## src/rtl/ddr_sched_pkg.sv

```systemverilog
// Shared types and constants for the DDR2 command scheduler.
//   cmd_t       : scheduler command selection
//   RCW_*       : {ras_n, cas_n, we_n} encodings per command
//   *_W         : DFI / address / timing field widths
//   A10_BIT     : auto-precharge / all-bank address bit
package ddr_sched_pkg;

  localparam int unsigned RA_W    = 14;
  localparam int unsigned CA_W    = 10;
  localparam int unsigned ADDR_W  = 14;
  localparam int unsigned BA_W    = 3;
  localparam int unsigned T_W     = 4;
  localparam int unsigned A10_BIT = 10;

  typedef enum logic [2:0] {NOP, ACT, RD, WR, PRE, REF} cmd_t;

  localparam logic [2:0] RCW_NOP = 3'b111;
  localparam logic [2:0] RCW_ACT = 3'b011;
  localparam logic [2:0] RCW_RD  = 3'b101;
  localparam logic [2:0] RCW_WR  = 3'b100;
  localparam logic [2:0] RCW_PRE = 3'b010;
  localparam logic [2:0] RCW_REF = 3'b001;

  // {ras_n, cas_n, we_n} for a command
  function automatic logic [2:0] cmd_rcw(input cmd_t cmd);
    case (cmd)
      ACT:     return RCW_ACT;
      RD:      return RCW_RD;
      WR:      return RCW_WR;
      PRE:     return RCW_PRE;
      REF:     return RCW_REF;
      default: return RCW_NOP;
    endcase
  endfunction

  // Counter load value max(t-1, 0): t of 0 or 1 allows back-to-back
  function automatic logic [T_W-1:0] t_load(input logic [T_W-1:0] t);
    return (t == '0) ? '0 : t - T_W'(1);
  endfunction

endpackage

```

## src/rtl/ddr_cmd_scheduler_if.sv

```systemverilog
// Bank-controller side of the scheduler: per-bank requests, grants and addresses.
//   master : bank controllers (drive req/ra/ca, receive gnt)
//   slave  : scheduler (receive req/ra/ca, drive gnt)
interface ddr_cmd_scheduler_if
  import ddr_sched_pkg::*;
#(
  parameter int unsigned NUM_BANKS = 4
);
  logic [NUM_BANKS-1:0]      act_req, rd_req, wr_req, pre_req, ref_req;
  logic [NUM_BANKS-1:0]      act_gnt, rd_gnt, wr_gnt, pre_gnt, ref_gnt;
  logic [NUM_BANKS*RA_W-1:0] ra;
  logic [NUM_BANKS*CA_W-1:0] ca;

  modport master (
    output act_req, rd_req, wr_req, pre_req, ref_req, ra, ca,
    input  act_gnt, rd_gnt, wr_gnt, pre_gnt, ref_gnt
  );

  modport slave (
    input  act_req, rd_req, wr_req, pre_req, ref_req, ra, ca,
    output act_gnt, rd_gnt, wr_gnt, pre_gnt, ref_gnt
  );
endinterface

```

## src/rtl/ddr_sched_rr_arb.sv

```systemverilog
// Round-robin arbiter over NUM_BANKS requesters.
//   req_i    : eligible request mask
//   adv_i    : class was granted this cycle; pointer moves to winner+1
//   gnt_c_o  : one-hot winner (combinational)
//   idx_c_o  : winner index (combinational)
module ddr_sched_rr_arb #(
  parameter int unsigned NUM_BANKS = 4
) (
  input  logic                         clk,
  input  logic                         rst_n,
  input  logic [NUM_BANKS-1:0]         req_i,
  input  logic                         adv_i,
  output logic [NUM_BANKS-1:0]         gnt_c_o,
  output logic [$clog2(NUM_BANKS)-1:0] idx_c_o
);
  localparam int unsigned IDX_W = $clog2(NUM_BANKS);

  logic [IDX_W-1:0] ptr_q, ptr_d;
  logic [IDX_W-1:0] cand;
  logic             found;

  // First requester at or after the pointer; index wraps by truncation
  always_comb begin
    gnt_c_o = '0;
    idx_c_o = '0;
    found   = 1'b0;
    cand    = '0;
    for (int unsigned i = 0; i < NUM_BANKS; i++) begin
      cand = ptr_q + IDX_W'(i);
      if (!found && req_i[cand]) begin
        found         = 1'b1;
        gnt_c_o[cand] = 1'b1;
        idx_c_o       = cand;
      end
    end
    ptr_d = adv_i ? idx_c_o + IDX_W'(1) : ptr_q;
  end

  always_ff @(posedge clk) begin
    if (!rst_n) ptr_q <= '0;
    else        ptr_q <= ptr_d;
  end
endmodule

```

## src/rtl/ddr_cmd_scheduler.sv

```systemverilog
// Shares one DFI command bus between NUM_BANKS bank controllers.
// Grants at most one request per cycle (REF > RD/WR > ACT > PRE, round-robin
// within a class) under tRRD/tCCD/tWTR/tRTW, and drives the registered command
// one cycle after the grant.
//   clk, rst_n                  : clock, synchronous active-low reset
//   sched                       : per-bank req/gnt/ra/ca (slave modport)
//   t_rrd/t_ccd/t_wtr/t_rtw     : static timing values in cycles
//   cke..addr, odt              : DFI command bus
// Optional: define DDR_SCHED_ODT_EN to drive odt for ODT_CYCLES after each WR.
module ddr_cmd_scheduler
  import ddr_sched_pkg::*;
#(
  parameter int unsigned NUM_BANKS  = 4,
  parameter int unsigned ODT_CYCLES = 4
) (
  input  logic              clk,
  input  logic              rst_n,
  ddr_cmd_scheduler_if.slave sched,
  input  logic [T_W-1:0]    t_rrd,
  input  logic [T_W-1:0]    t_ccd,
  input  logic [T_W-1:0]    t_wtr,
  input  logic [T_W-1:0]    t_rtw,
  output logic              cke,
  output logic              cs_n,
  output logic              ras_n,
  output logic              cas_n,
  output logic              we_n,
  output logic [BA_W-1:0]   ba,
  output logic [ADDR_W-1:0] addr,
  output logic              odt
);
  localparam int unsigned IDX_W = $clog2(NUM_BANKS);

  logic [T_W-1:0] rrd_q, ccd_q, wtr_q, rtw_q;
  logic [T_W-1:0] rrd_d, ccd_d, wtr_d, rtw_d;
  logic           cke_q, cs_n_q, cke_d, cs_n_d;
  logic [2:0]     rcw_q, rcw_d;
  logic [BA_W-1:0]   ba_q, ba_d;
  logic [ADDR_W-1:0] addr_q, addr_d;

  logic [NUM_BANKS-1:0] rd_m, wr_m, cas_m, act_m;
  logic [NUM_BANKS-1:0] cas_oh, act_oh, pre_oh;
  logic [IDX_W-1:0]     cas_idx, act_idx, pre_idx, sel_idx;
  logic ref_win, cas_win, act_win, pre_win, rd_win, wr_win;
  cmd_t cmd;
  logic [RA_W-1:0] ra_sel;
  logic [CA_W-1:0] ca_sel;

  // Timing-eligibility masks; ineligible requests drop out before arbitration
  assign act_m = (rrd_q == '0) ? sched.act_req : '0;
  assign rd_m  = (ccd_q == '0 && wtr_q == '0) ? sched.rd_req : '0;
  assign wr_m  = (ccd_q == '0 && rtw_q == '0) ? sched.wr_req : '0;
  assign cas_m = rd_m | wr_m;

  // Class priority; everything is suppressed while reset is asserted
  assign ref_win = rst_n && (&sched.ref_req);
  assign cas_win = rst_n && !ref_win && (|cas_m);
  assign act_win = rst_n && !ref_win && !(|cas_m) && (|act_m);
  assign pre_win = rst_n && !ref_win && !(|cas_m) && !(|act_m) && (|sched.pre_req);

  ddr_sched_rr_arb #(.NUM_BANKS(NUM_BANKS)) u_arb_cas (
    .clk(clk), .rst_n(rst_n), .req_i(cas_m), .adv_i(cas_win),
    .gnt_c_o(cas_oh), .idx_c_o(cas_idx));
  ddr_sched_rr_arb #(.NUM_BANKS(NUM_BANKS)) u_arb_act (
    .clk(clk), .rst_n(rst_n), .req_i(act_m), .adv_i(act_win),
    .gnt_c_o(act_oh), .idx_c_o(act_idx));
  ddr_sched_rr_arb #(.NUM_BANKS(NUM_BANKS)) u_arb_pre (
    .clk(clk), .rst_n(rst_n), .req_i(sched.pre_req), .adv_i(pre_win),
    .gnt_c_o(pre_oh), .idx_c_o(pre_idx));

  // A bank holding both RD and WR at the CAS winner position issues the RD
  assign sched.ref_gnt = ref_win ? '1 : '0;
  assign sched.rd_gnt  = cas_win ? (cas_oh & rd_m) : '0;
  assign sched.wr_gnt  = cas_win ? (cas_oh & wr_m & ~rd_m) : '0;
  assign sched.act_gnt = act_win ? act_oh : '0;
  assign sched.pre_gnt = pre_win ? pre_oh : '0;
  assign rd_win = |sched.rd_gnt;
  assign wr_win = |sched.wr_gnt;

  // Next command and bus contents; ba/addr hold through NOPs
  always_comb begin
    cmd     = NOP;
    sel_idx = '0;
    if (ref_win) begin
      cmd = REF;
    end else if (cas_win) begin
      cmd     = rd_win ? RD : WR;
      sel_idx = cas_idx;
    end else if (act_win) begin
      cmd     = ACT;
      sel_idx = act_idx;
    end else if (pre_win) begin
      cmd     = PRE;
      sel_idx = pre_idx;
    end
    ra_sel = sched.ra[32'(sel_idx)*RA_W +: RA_W];
    ca_sel = sched.ca[32'(sel_idx)*CA_W +: CA_W];
    ba_d   = ba_q;
    addr_d = addr_q;
    case (cmd)
      ACT: begin
        ba_d   = BA_W'(sel_idx);
        addr_d = ADDR_W'(ra_sel);
      end
      RD, WR: begin
        ba_d            = BA_W'(sel_idx);
        addr_d          = ADDR_W'(ca_sel);
        addr_d[A10_BIT] = 1'b0;
      end
      PRE: begin
        ba_d   = BA_W'(sel_idx);
        addr_d = '0;
      end
      REF: begin
        ba_d   = '0;
        addr_d = '0;
      end
      default: ;
    endcase
    rcw_d  = cmd_rcw(cmd);
    cs_n_d = 1'b0;
    cke_d  = 1'b1;
    // Load beats decrement; counters saturate at zero
    rrd_d = act_win ? t_load(t_rrd) : ((rrd_q != '0) ? rrd_q - T_W'(1) : '0);
    ccd_d = cas_win ? t_load(t_ccd) : ((ccd_q != '0) ? ccd_q - T_W'(1) : '0);
    wtr_d = wr_win  ? t_load(t_wtr) : ((wtr_q != '0) ? wtr_q - T_W'(1) : '0);
    rtw_d = rd_win  ? t_load(t_rtw) : ((rtw_q != '0) ? rtw_q - T_W'(1) : '0);
  end

  always_ff @(posedge clk) begin
    if (!rst_n) begin
      cke_q  <= 1'b0;
      cs_n_q <= 1'b1;
      rcw_q  <= RCW_NOP;
      ba_q   <= '0;
      addr_q <= '0;
      rrd_q  <= '0;
      ccd_q  <= '0;
      wtr_q  <= '0;
      rtw_q  <= '0;
    end else begin
      cke_q  <= cke_d;
      cs_n_q <= cs_n_d;
      rcw_q  <= rcw_d;
      ba_q   <= ba_d;
      addr_q <= addr_d;
      rrd_q  <= rrd_d;
      ccd_q  <= ccd_d;
      wtr_q  <= wtr_d;
      rtw_q  <= rtw_d;
    end
  end

  assign cke   = cke_q;
  assign cs_n  = cs_n_q;
  assign ras_n = rcw_q[2];
  assign cas_n = rcw_q[1];
  assign we_n  = rcw_q[0];
  assign ba    = ba_q;
  assign addr  = addr_q;

`ifdef DDR_SCHED_ODT_EN
  localparam int unsigned ODT_W = $clog2(ODT_CYCLES + 1);
  logic [ODT_W-1:0] odt_cnt_q, odt_cnt_d;

  // Each WR (re)starts the ODT window
  always_comb begin
    odt_cnt_d = wr_win ? ODT_W'(ODT_CYCLES)
                       : ((odt_cnt_q != '0) ? odt_cnt_q - ODT_W'(1) : '0);
  end

  always_ff @(posedge clk) begin
    if (!rst_n) odt_cnt_q <= '0;
    else        odt_cnt_q <= odt_cnt_d;
  end

  assign odt = (odt_cnt_q != '0);
`else
  assign odt = 1'b0;
`endif
endmodule

```

## src/flat_wrapper.sv

```systemverilog
// flat-port wrapper written by rule: the top's interface ports become plain ports
module ddr_cmd_scheduler_flat import ddr_sched_pkg::*;
#(
  parameter int unsigned NUM_BANKS  = 4,
  parameter int unsigned ODT_CYCLES = 4
)
  (clk, rst_n, t_rrd, t_ccd, t_wtr, t_rtw, cke, cs_n, ras_n, cas_n, we_n, ba, addr, odt, sched_act_req, sched_rd_req, sched_wr_req, sched_pre_req, sched_ref_req, sched_ra, sched_ca, sched_act_gnt, sched_rd_gnt, sched_wr_gnt, sched_pre_gnt, sched_ref_gnt);
  ddr_cmd_scheduler_if #(.NUM_BANKS(NUM_BANKS)) sched_i ();
  input  logic clk;
  input  logic rst_n;
  input  logic [T_W-1:0] t_rrd;
  input  logic [T_W-1:0] t_ccd;
  input  logic [T_W-1:0] t_wtr;
  input  logic [T_W-1:0] t_rtw;
  output logic cke;
  output logic cs_n;
  output logic ras_n;
  output logic cas_n;
  output logic we_n;
  output logic [BA_W-1:0] ba;
  output logic [ADDR_W-1:0] addr;
  output logic odt;
  input wire logic [$bits(sched_i.act_req)-1:0] sched_act_req;
  input wire logic [$bits(sched_i.rd_req)-1:0] sched_rd_req;
  input wire logic [$bits(sched_i.wr_req)-1:0] sched_wr_req;
  input wire logic [$bits(sched_i.pre_req)-1:0] sched_pre_req;
  input wire logic [$bits(sched_i.ref_req)-1:0] sched_ref_req;
  input wire logic [$bits(sched_i.ra)-1:0] sched_ra;
  input wire logic [$bits(sched_i.ca)-1:0] sched_ca;
  output wire logic [$bits(sched_i.act_gnt)-1:0] sched_act_gnt;
  output wire logic [$bits(sched_i.rd_gnt)-1:0] sched_rd_gnt;
  output wire logic [$bits(sched_i.wr_gnt)-1:0] sched_wr_gnt;
  output wire logic [$bits(sched_i.pre_gnt)-1:0] sched_pre_gnt;
  output wire logic [$bits(sched_i.ref_gnt)-1:0] sched_ref_gnt;
  assign sched_i.act_req = sched_act_req;
  assign sched_i.rd_req = sched_rd_req;
  assign sched_i.wr_req = sched_wr_req;
  assign sched_i.pre_req = sched_pre_req;
  assign sched_i.ref_req = sched_ref_req;
  assign sched_i.ra = sched_ra;
  assign sched_i.ca = sched_ca;
  assign sched_act_gnt = sched_i.act_gnt;
  assign sched_rd_gnt = sched_i.rd_gnt;
  assign sched_wr_gnt = sched_i.wr_gnt;
  assign sched_pre_gnt = sched_i.pre_gnt;
  assign sched_ref_gnt = sched_i.ref_gnt;
  ddr_cmd_scheduler #(.NUM_BANKS(NUM_BANKS), .ODT_CYCLES(ODT_CYCLES)) u_core (.clk(clk), .rst_n(rst_n), .sched(sched_i), .t_rrd(t_rrd), .t_ccd(t_ccd), .t_wtr(t_wtr), .t_rtw(t_rtw), .cke(cke), .cs_n(cs_n), .ras_n(ras_n), .cas_n(cas_n), .we_n(we_n), .ba(ba), .addr(addr), .odt(odt));
endmodule
```

## config.mk

```make
export PLATFORM = sky130hd
export DESIGN_NAME = ddr_cmd_scheduler_flat
export DESIGN_NICKNAME = d
export VERILOG_FILES = /design/src/rtl/ddr_sched_pkg.sv /design/src/rtl/ddr_cmd_scheduler_if.sv /design/src/rtl/ddr_sched_rr_arb.sv /design/src/rtl/ddr_cmd_scheduler.sv /design/src/flat_wrapper.sv
export SDC_FILE = /design/constraint.sdc
export NUM_CORES = 1
export LEC_CHECK = 0
export BUFFER_PORTS_ARGS = -buffer_cell sky130_fd_sc_hd__clkbuf_2
export CORE_ASPECT_RATIO = 1.1
export CORE_MARGIN = 3
export CORE_UTILIZATION = 45
export DETAILED_ROUTE_END_ITERATION = 16
export PLACE_DENSITY = 0.78
export SYNTH_ARGS = -nofsm -noshare
export SYNTH_HDL_FRONTEND = slang
export SYNTH_SLANG_ARGS = --single-unit
export TNS_END_PERCENT = 10
```

## constraint.sdc

```tcl
create_clock -name clk -period 4 [get_ports clk]
set_input_delay 0.4 -clock clk [delete_from_list [all_inputs] [get_ports clk]]
set_output_delay 0.4 -clock clk [all_outputs]
set_load 0.02 [all_outputs]
```

==> run metrics, run 1 <==
Synth Warn #=0; Fin Hold WS=about 310 ps; Area growth syn-to-layout=24.8%; Synth area leaders=dfxtp_1 (19%), mux2_2 (8.1%), ha_1 (6.5%), a21oi_1 (4.6%), nand2_1 (4.5%); Max clock buf depth=2; post-CTS sizing=0; crit start category=flop; Final #Nets=875; vias per inst=around 6; initial core utilization=0.470; Final Critical Period=3610 ps; status=finished, final reports clean; hold crit path type=in2reg; syn avg cell area=8.11 sq um; Pins Over Slew Limit=0; CTS tree=built; Post-Route WL=14.2 mm; most common cell after layout, fill and taps aside=clkbuf_2; Worst-Margin Slew=between 800 and 900 ps; gpl congestion=0.970; Distinct cells, synth=80; antenna violations before repair=0; vias after detailed routing=5035; max_slew headroom=0.419; dominant synthesized flop cell=dfxtp_1; Seq/Total Area, Yosys=0.193; Sinks on Clock Net=43; post-synthesis simple-gate area fraction=0.233; routed length per instance=16.9 microns; pwr dens=~800 nW/um^2; slowest stage delay, CP=630 ps; largest net degree at the start of global routing=39; final hold vios=0; hold buffers post-CTS=0; PortBufs=174; gr ovfl total=0; GRT Overall Usage=0.246; Peak Freq=277 MHz; RSZ-0062 raised after global routing=false; # rows=37; WS Path Type=reg2out; Yosys top cell area share=0.193; CTS Root Cell=clkbuf_8; number of I/O pins=177; First DRT Iteration DRCs=349; DIE AREA=11100 sq um; Post-synth EDFFs=0; Post-CTS Setup Repair Bufs=0; first-pass GRT wire length=23.1 mm; vias in the first global route=about 5000; Slowest cell on crit path=nor4_4; Final Core Density=0.586; main combinational cell family by area after synthesis=compound AO/OA/AOI/OAI gates; area leader, netlist=dfxtp_1; crit path cell chain=nor4_4, nand2b_1, o32ai_1, a31oi_1, nor4b_1, o31ai_2, a21oi_1, clkbuf_2; Post-Synth XOR/XNOR Area=0.00393; CP Max Fanout=12; core area=9490 sq um; Worst-path clk slew=roughly 90 ps; asr flop ratio synth=0; clk_lat worst skew=300 ps; Critical Path End Type=output port; commonest non-fill, non-tap cells in the layout=clkbuf_2 (174), nand2_1 (54), nor2_1 (48); post-route ant nets=0; Max Cap Viol=0; Inserted Diodes=0; Pleak=2.45 nW; CP required=around 3600 ps; total negative slack=0 ps; DRC viols=0; worst clock skew=8.92 ps; fin crit share=0.903; post-synthesis adder-cell area fraction=0.0645; Mapped Area=4460 sq um; compound-gate portion of the synthesized area=0.287; HPWL after DPL=~11 mm; DRT Pass-1 Iters=7; Die Width=roughly 100 microns; post-synthesis register bit count=43; layout cell share with drive strength beyond 1=0.378; Finish-stage setup viols=0; Die Y=110 microns; CP arrival=3210 ps; Synth Instances=550; mux contribution to synthesized area=0.167; H-tree levels=2; total CTS buffers=5; worst vdd ir=0.520 mV
cell type report:
cell class / instances / area (sq um)
fillers: 878 / 3930
well taps: 117 / 146
inverters: 13 / 48.8
flip-flops and latches: 43 / 861
clock inverters: 2 / 16.3
clock buffers: 6 / 82.6
multi-input cells: 462 / 3380
repair buffers: 193 / 1030
state kept, by name (all words and copies together), names as in the netlist:
name / flops
u_core.addr: 14
u_core.ccd_q: 4
u_core.rrd_q: 4
u_core.rtw_q: 4
u_core.wtr_q: 4
u_core.rcw_q: 3
u_core.ba: 2
u_core.u_arb_act.ptr_q: 2
u_core.u_arb_cas.ptr_q: 2
u_core.u_arb_pre.ptr_q: 2
u_core.cke: 1
u_core.cs_n: 1
report_power, final:
part	leakage, nW	total (mW)	switching, mW	internal [mW]
combinational	2.05	3.52	2.07	1.45
clock	0.0474	0.305	0.164	0.141
sequential	0.354	0.712	0.129	0.583
total	2.45	4.54	2.36	2.18
critical path: cells and delay by family (launching register included):
family | cells | cell delay, ps
AND/OR/NAND/NOR | 3 | 1370
AO/OA/AOI/OAI | 4 | 930
flip-flops | 1 | 370
buffers and inverters | 1 | 240
per-layer routing:
layer	GRT usage	routed length, microns
met1	0.300	5910
met4	0.0691	292
met3	0.0347	775
met5	0	0
met2	0.441	7190
final timing paths:
kind | start | cells after the start | endpoint | slack (ps)
max | u_core.ccd_q[1] | 8 | sched_rd_gnt[2] | 390
min | t_rtw[0] | 2 | u_core.rtw_q[0] | 310
max reg2reg | u_core.u_arb_act.ptr_q[0] | 13 | u_core.addr[9] | 440
min reg2reg | u_core.ba[1] | 2 | u_core.ba[1] | 470
kinds of logic (layout without fill, tap and decap cells):
group                      after synthesis  count (layout)
other                                    1               2
buffers and inverters                   46             214
adders and majority gates               23              23
AOI/OAI and AO/OA                      181             181
muxes                                   66              66
and+or+nand+nor                        188             188
DFF                                     43              43
xor gates and xnor gates                 2               2
cells in the mapped netlist, types with 3 or more instances:
cell	n
o21ai_0	38
a21oi_1	41
a221oi_1	11
nand2_1	54
mux2_2	32
inv_1	12
o31ai_2	3
or3_1	3
nor3b_1	4
nand3b_1	4
dfxtp_1	43
nor3_1	10
o22ai_1	4
nor2_1	49
a31oi_1	10
nor4_4	5
nor4_1	5
clkbuf_1	19
a21o_1	3
a222oi_1	7
a211oi_1	9
a22oi_2	3
a22oi_1	12
a32o_1	4
o32a_1	3
nand2b_1	5
nand3_1	12
buf_4	8
or2_2	5
o31ai_1	3
ha_1	23
mux2_1	11
mux2i_1	20
and2_1	5
o211ai_1	3
buf_2	3
and3_1	8
through the flow:
step | instance area, sq um | worst slack, ps | total power, mW | instances
3_3_place_gp | 5470 | 555 | 4.08 | 828
3_5_place_dp | 5470 | 484 | 4.20 | 828
2_1_floorplan | 4460 | 230 | 3.32 | 551
5_1_grt | 5570 | 158 | 4.92 | 836
4_1_cts | 5570 | 440 | 4.51 | 836
6_report | 5570 | 389 | 4.54 | 836
Note: power is estimated with default switching activity, not from simulation.
==> run 2, diff against run 1 <==
--- a/config.mk
+++ b/config.mk
@@ -10,7 +10,8 @@
 export CORE_MARGIN = 3
 export CORE_UTILIZATION = 45
 export DETAILED_ROUTE_END_ITERATION = 16
-export PLACE_DENSITY = 0.78
+export MAX_ROUTING_LAYER = met4
+export PLACE_DENSITY = 0.79
 export SYNTH_ARGS = -nofsm -noshare
 export SYNTH_HDL_FRONTEND = slang
 export SYNTH_SLANG_ARGS = --single-unit
==> run 2 against run 1 <==
Clock skew is 2.7 ps higher. First-iteration DRC count is 36% lower. Register-to-register slack worse by 240 ps. Final cell count is 1.1% lower. Utilization is 0.90 points lower. Setup slack worse by 190 ps. Sequential cell count stayed put. Worst hold slack worse by 2.4 ps. Clock power is 6% lower.
==> run metrics, run 2 (synthesis results as in run 1) <==
storage element area=861 sq um; post-route ant nets=0; Area growth syn-to-layout=22.9%; Sinks on Clock Net=43; most common cell after layout, fill and taps aside=clkbuf_2; first-pass GRT wire length=23.0 mm; DRC viols=0; Die Width=101 microns; Post-Route WL=14.3 mm; WS Path Type=reg2reg; Slowest cell on crit path=a31oi_1; commonest non-fill, non-tap cells in the layout=clkbuf_2 (174), nand2_1 (54), nor2_1 (48); Final Critical Period=3800 ps; gr ovfl total=0; Largest register FFs=14; filler cell count=roughly 870; buffers and inverters on the worst path=2; GRT Overall Usage=0.252; Final #Nets=866; initial core utilization=0.470; H-tree levels=2; CP arrival=3980 ps; Die Y=110 microns; CP required=4180 ps; Clk pwr share=0.064; DRT Pass-1 Iters=5; vias in the first global route=4911; final non-filler cell area=5480 sq um; worst clock skew=11.6 ps; Final Power=approximately 4.5 mW; First DRT Iteration DRCs=224; Final Core Density=0.577; Max clock buf depth=2; CTS tree=built; CP Max Fanout=49; crit path cell chain=inv_1, ha_1, nand2b_1, o32ai_1, a31oi_1, o21ai_1, a31oi_2, nor2_4, buf_12, mux2_1, a222oi_1, a21oi_1; Inserted Diodes=0; Critical Path End Type=flop; Max Cap Viol=0; slowest stage delay, CP=530 ps; vias per inst=6.05; number of I/O pins=roughly 180; max_slew headroom=0.430; vias after detailed routing=between 5000 and 6000; Peak Freq=approximately 260 MHz; Int Pwr=2.11 mW; Worst-path clk slew=90 ps; total negative slack=0 ps; post-CTS sizing=0; layout cell share with drive strength beyond 1=0.368; worst vdd ir=0.362 mV; fin crit share=0.950; hold crit path type=in2reg; hold buffers post-CTS=0; Finish-stage setup viols=0; final hold vios=0; sequential power share=0.161; Pins Over Slew Limit=0; clk_lat worst skew=roughly 300 ps; sw frac=0.526; largest net degree at the start of global routing=50; Worst-Margin Slew=852 ps; crit start category=flop; core area=9490 sq um; status=finished, final reports clean; footprint of the multi-input gates=3380 sq um; HPWL after DPL=approximately 11 mm; # rows=37; antenna violations before repair=0; total CTS buffers=5; Post-Place Cell Area=5400 sq um; part of the power in combinational logic=0.775; CTS Root Cell=clkbuf_8; delay-heaviest family, CP=compound AO/OA/AOI/OAI gates; gpl congestion=0.990; RSZ-0062 raised after global routing=false; DIE AREA=11100 sq um; routed length per instance=around 17 microns; Pleak=2.41 nW; NetSw=2.35 mW; PortBufs=174; Post-CTS Setup Repair Bufs=0; pwr dens=815 nW/um^2
-- run 2: routing by layer --
layer	routed length (microns)	vias to the layer above	track usage
li1	-	2417	-
met1	5680	2281	0.296
met2	7080	269	0.433
met3	1110	39	0.0354
met4	393	0	0.0922
met5	0	-	-
-- run 2: cell type report --
class / instances / share of cell area
multi-input combinational: 462 / 0.618
timing repair buffer: 184 / 0.175
clock inverter: 1 / 0.000913
tap: 117 / 0.0267
inverter: 13 / 0.00890
clock buffer: 7 / 0.0139
sequential: 43 / 0.157
-- run 2: final timing paths --
path / start / to / slack [ps] / cells past startpoint
max: u_core.u_arb_cas.ptr_q[1] / u_core.addr[2] / 200 / 12
min reg2reg: u_core.ba[1] / u_core.ba[1] / 460 / 2
max reg2reg: u_core.u_arb_cas.ptr_q[1] / u_core.addr[2] / 200 / 12
min: t_rtw[0] / u_core.rtw_q[0] / 310 / 2
-- run 2: per-stage QoR --
stage                     hold WS, ps  instances  worst slack (ps)
after global placement            445        819               541
after global routing              309        827              30.6
after CTS                         312        827               319
after floorplan                   428        551               230
after detailed placement          447        819               368
final                             308        827               200
-- run 2: worst register-to-register path: cells and delay by family, from the launching register on --
family | cells | cell delay (ps)
AND/OR/NAND/NOR | 2 | 340
multiplexers | 1 | 360
adder cells (fa/ha/maj) | 1 | 410
AO/OA/AOI/OAI | 6 | 1660
buffers and inverters | 2 | 390
flip-flops | 1 | 510
-- run 2: power by group through the flow --
stage	combinational [mW]	sequential, mW	clock, mW
4_1_cts	3.42	0.717	0.289
3_3_place_gp	3.29	0.718	0
2_1_floorplan	2.51	0.808	0
3_5_place_dp	3.40	0.725	0
6_report	3.46	0.720	0.286
5_1_grt	3.75	0.740	0.307
==> run 3, diff against run 2 <==
--- a/config.mk
+++ b/config.mk
@@ -6,10 +6,10 @@
 export NUM_CORES = 1
 export LEC_CHECK = 0
 export BUFFER_PORTS_ARGS = -buffer_cell sky130_fd_sc_hd__clkbuf_2
-export CORE_ASPECT_RATIO = 1.1
 export CORE_MARGIN = 3
 export CORE_UTILIZATION = 45
 export DETAILED_ROUTE_END_ITERATION = 16
+export GPL_TIMING_DRIVEN = 0
 export MAX_ROUTING_LAYER = met4
 export PLACE_DENSITY = 0.79
 export SYNTH_ARGS = -nofsm -noshare
==> run 3 against run 2 <==
Sequential cell count stayed put. Sequential share of layout area is 0.46 points lower. Register-to-register slack hardly changed. Global-route usage is 0.57 points higher. Critical endpoint is now u_core.wtr_q[0]. Largest power group unchanged.
==> run metrics, run 3 (synthesis results as in run 1) <==
Clk pwr share=0.079; sw frac=0.519; DIE AREA=11100 sq um; Max clock buf depth=2; pwr dens=821 nW/um^2; crit path cell chain=inv_1, ha_1, nand2b_1, o22ai_2, mux2_2, and2_1, o31ai_2, a21oi_1, nor4_4, or4b_1, o41ai_1; Worst-Margin Slew=about 900 ps; number of I/O pins=between 150 and 200; First DRT Iteration DRCs=309; reg2reg path depth=11; PortBufs=171; GRT Overall Usage=0.258; vias after detailed routing=5094; gpl congestion=0.910; hold crit path type=in2reg; CP Max Fanout=10; hold buffers post-CTS=0; initial core utilization=0.474; gr ovfl total=0; part of the power in combinational logic=0.761; final hold vios=0; max_slew headroom=0.394; most common cell after layout, fill and taps aside=clkbuf_2; Max Cap Viol=0; vias in the first global route=4871; Final Critical Period=~3800 ps; CTS tree=built; Final #Nets=886; Post-Route WL=14.7 mm; CP arrival=4010 ps; Critical Path End Type=flop; hold path cells=2; Largest register FFs=14; layout cell share with drive strength beyond 1=0.371; Finish-stage setup viols=0; RSZ-0062 raised after global routing=false; post-route ant nets=0; core area=9420 sq um; pre-CTS setup slack=-486 ps; routed length per instance=17.1 microns; Slowest cell on crit path=dfxtp_1; clk_lat worst skew=around 300 ps; first-pass GRT wire length=23.5 mm; total negative slack=0 ps; # rows=35; slowest stage delay, CP=550 ps; fin crit share=0.952; Die Width=106 microns; commonest non-fill, non-tap cells in the layout=clkbuf_2 (171), nand2_1 (54), nor2_1 (48); largest net degree at the start of global routing=15; total CTS buffers=5; Inserted Diodes=0; sequential power share=0.160; Peak Freq=263 MHz; vias per inst=5.93; antenna violations before repair=0; WS Path Type=reg2reg; CP required=4200 ps; NetSw=2.41 mW; DRC viols=0; Pleak=2.47 nW; worst clock skew=5.61 ps; H-tree levels=2; worst vdd ir=0.485 mV; Die Y=106 microns; Int Pwr=2.23 mW; HPWL after DPL=11.6 mm; CTS Root Cell=clkbuf_8; DRT Pass-1 Iters=6; post-route setup slack=192 ps; Worst-path clk slew=90 ps; Sinks on Clock Net=43; crit start category=flop; status=finished, final reports clean; Pins Over Slew Limit=0; Area growth syn-to-layout=26.8%
[run 3: worst max-delay path, delay by kind of cell, from the launching register on]
family	cells	cell delay, ps
buffers and inverters	1	210
flip-flops	1	550
AO/OA/AOI/OAI	4	730
adder cells (fa/ha/maj)	1	430
multiplexers	1	380
AND/OR/NAND/NOR	4	1400
[run 3: through the flow]
stage	total power, mW	hold slack, ps	cell area, sq um	util	instances
floorplan	3.32	428	4460	-	551
global placement	4.06	444	5480	0.582	851
detailed placement	4.16	459	5480	0.582	851
CTS	4.56	318	5610	0.596	859
global route	5.00	316	5650	0.601	859
finish	4.64	322	5650	0.601	859
[run 3: timing repair]
item / CTS / global route
resized for setup: 4 / 11
setup buffers: 1 / 0
pin swaps: 0 / 1
endpoints found under the setup margin: 14 / 17
[run 3: power by group through the flow]
stage | sequential, mW | clock, mW | combinational (mW)
3_5_place_dp | 0.744 | 0 | 3.42
5_1_grt | 0.761 | 0.394 | 3.84
4_1_cts | 0.736 | 0.374 | 3.45
3_3_place_gp | 0.733 | 0 | 3.33
6_report | 0.741 | 0.367 | 3.53
2_1_floorplan | 0.808 | 0 | 2.51
[run 3: path summary, 6_finish.rpt]
kind                             start         endpoint  slack [ps]
max          u_core.u_arb_cas.ptr_q[1]  u_core.wtr_q[0]         190
min                           t_wtr[0]  u_core.wtr_q[0]         320
max reg2reg  u_core.u_arb_cas.ptr_q[1]  u_core.wtr_q[0]         190
min reg2reg               u_core.ba[1]     u_core.ba[1]         470
[run 3: metal layers]
layer,vias up,wire length (microns),GRT usage
met5,-,0,-
met4,0,314,0.0740
met3,24,1100,0.0404
met2,248,7280,0.434
met1,2365,6030,0.321
li1,2457,-,-
[run 3: layout make-up]
class / instances / area [sq um]
multi-input combinational: 462 / 3400
clock inverter: 2 / 38.8
sequential: 43 / 862
timing repair buffer: 172 / 863
clock buffer: 6 / 82.6
inverter: 13 / 48.8
tap: 129 / 161
fill: 859 / 3760
buffer: 32 / 193
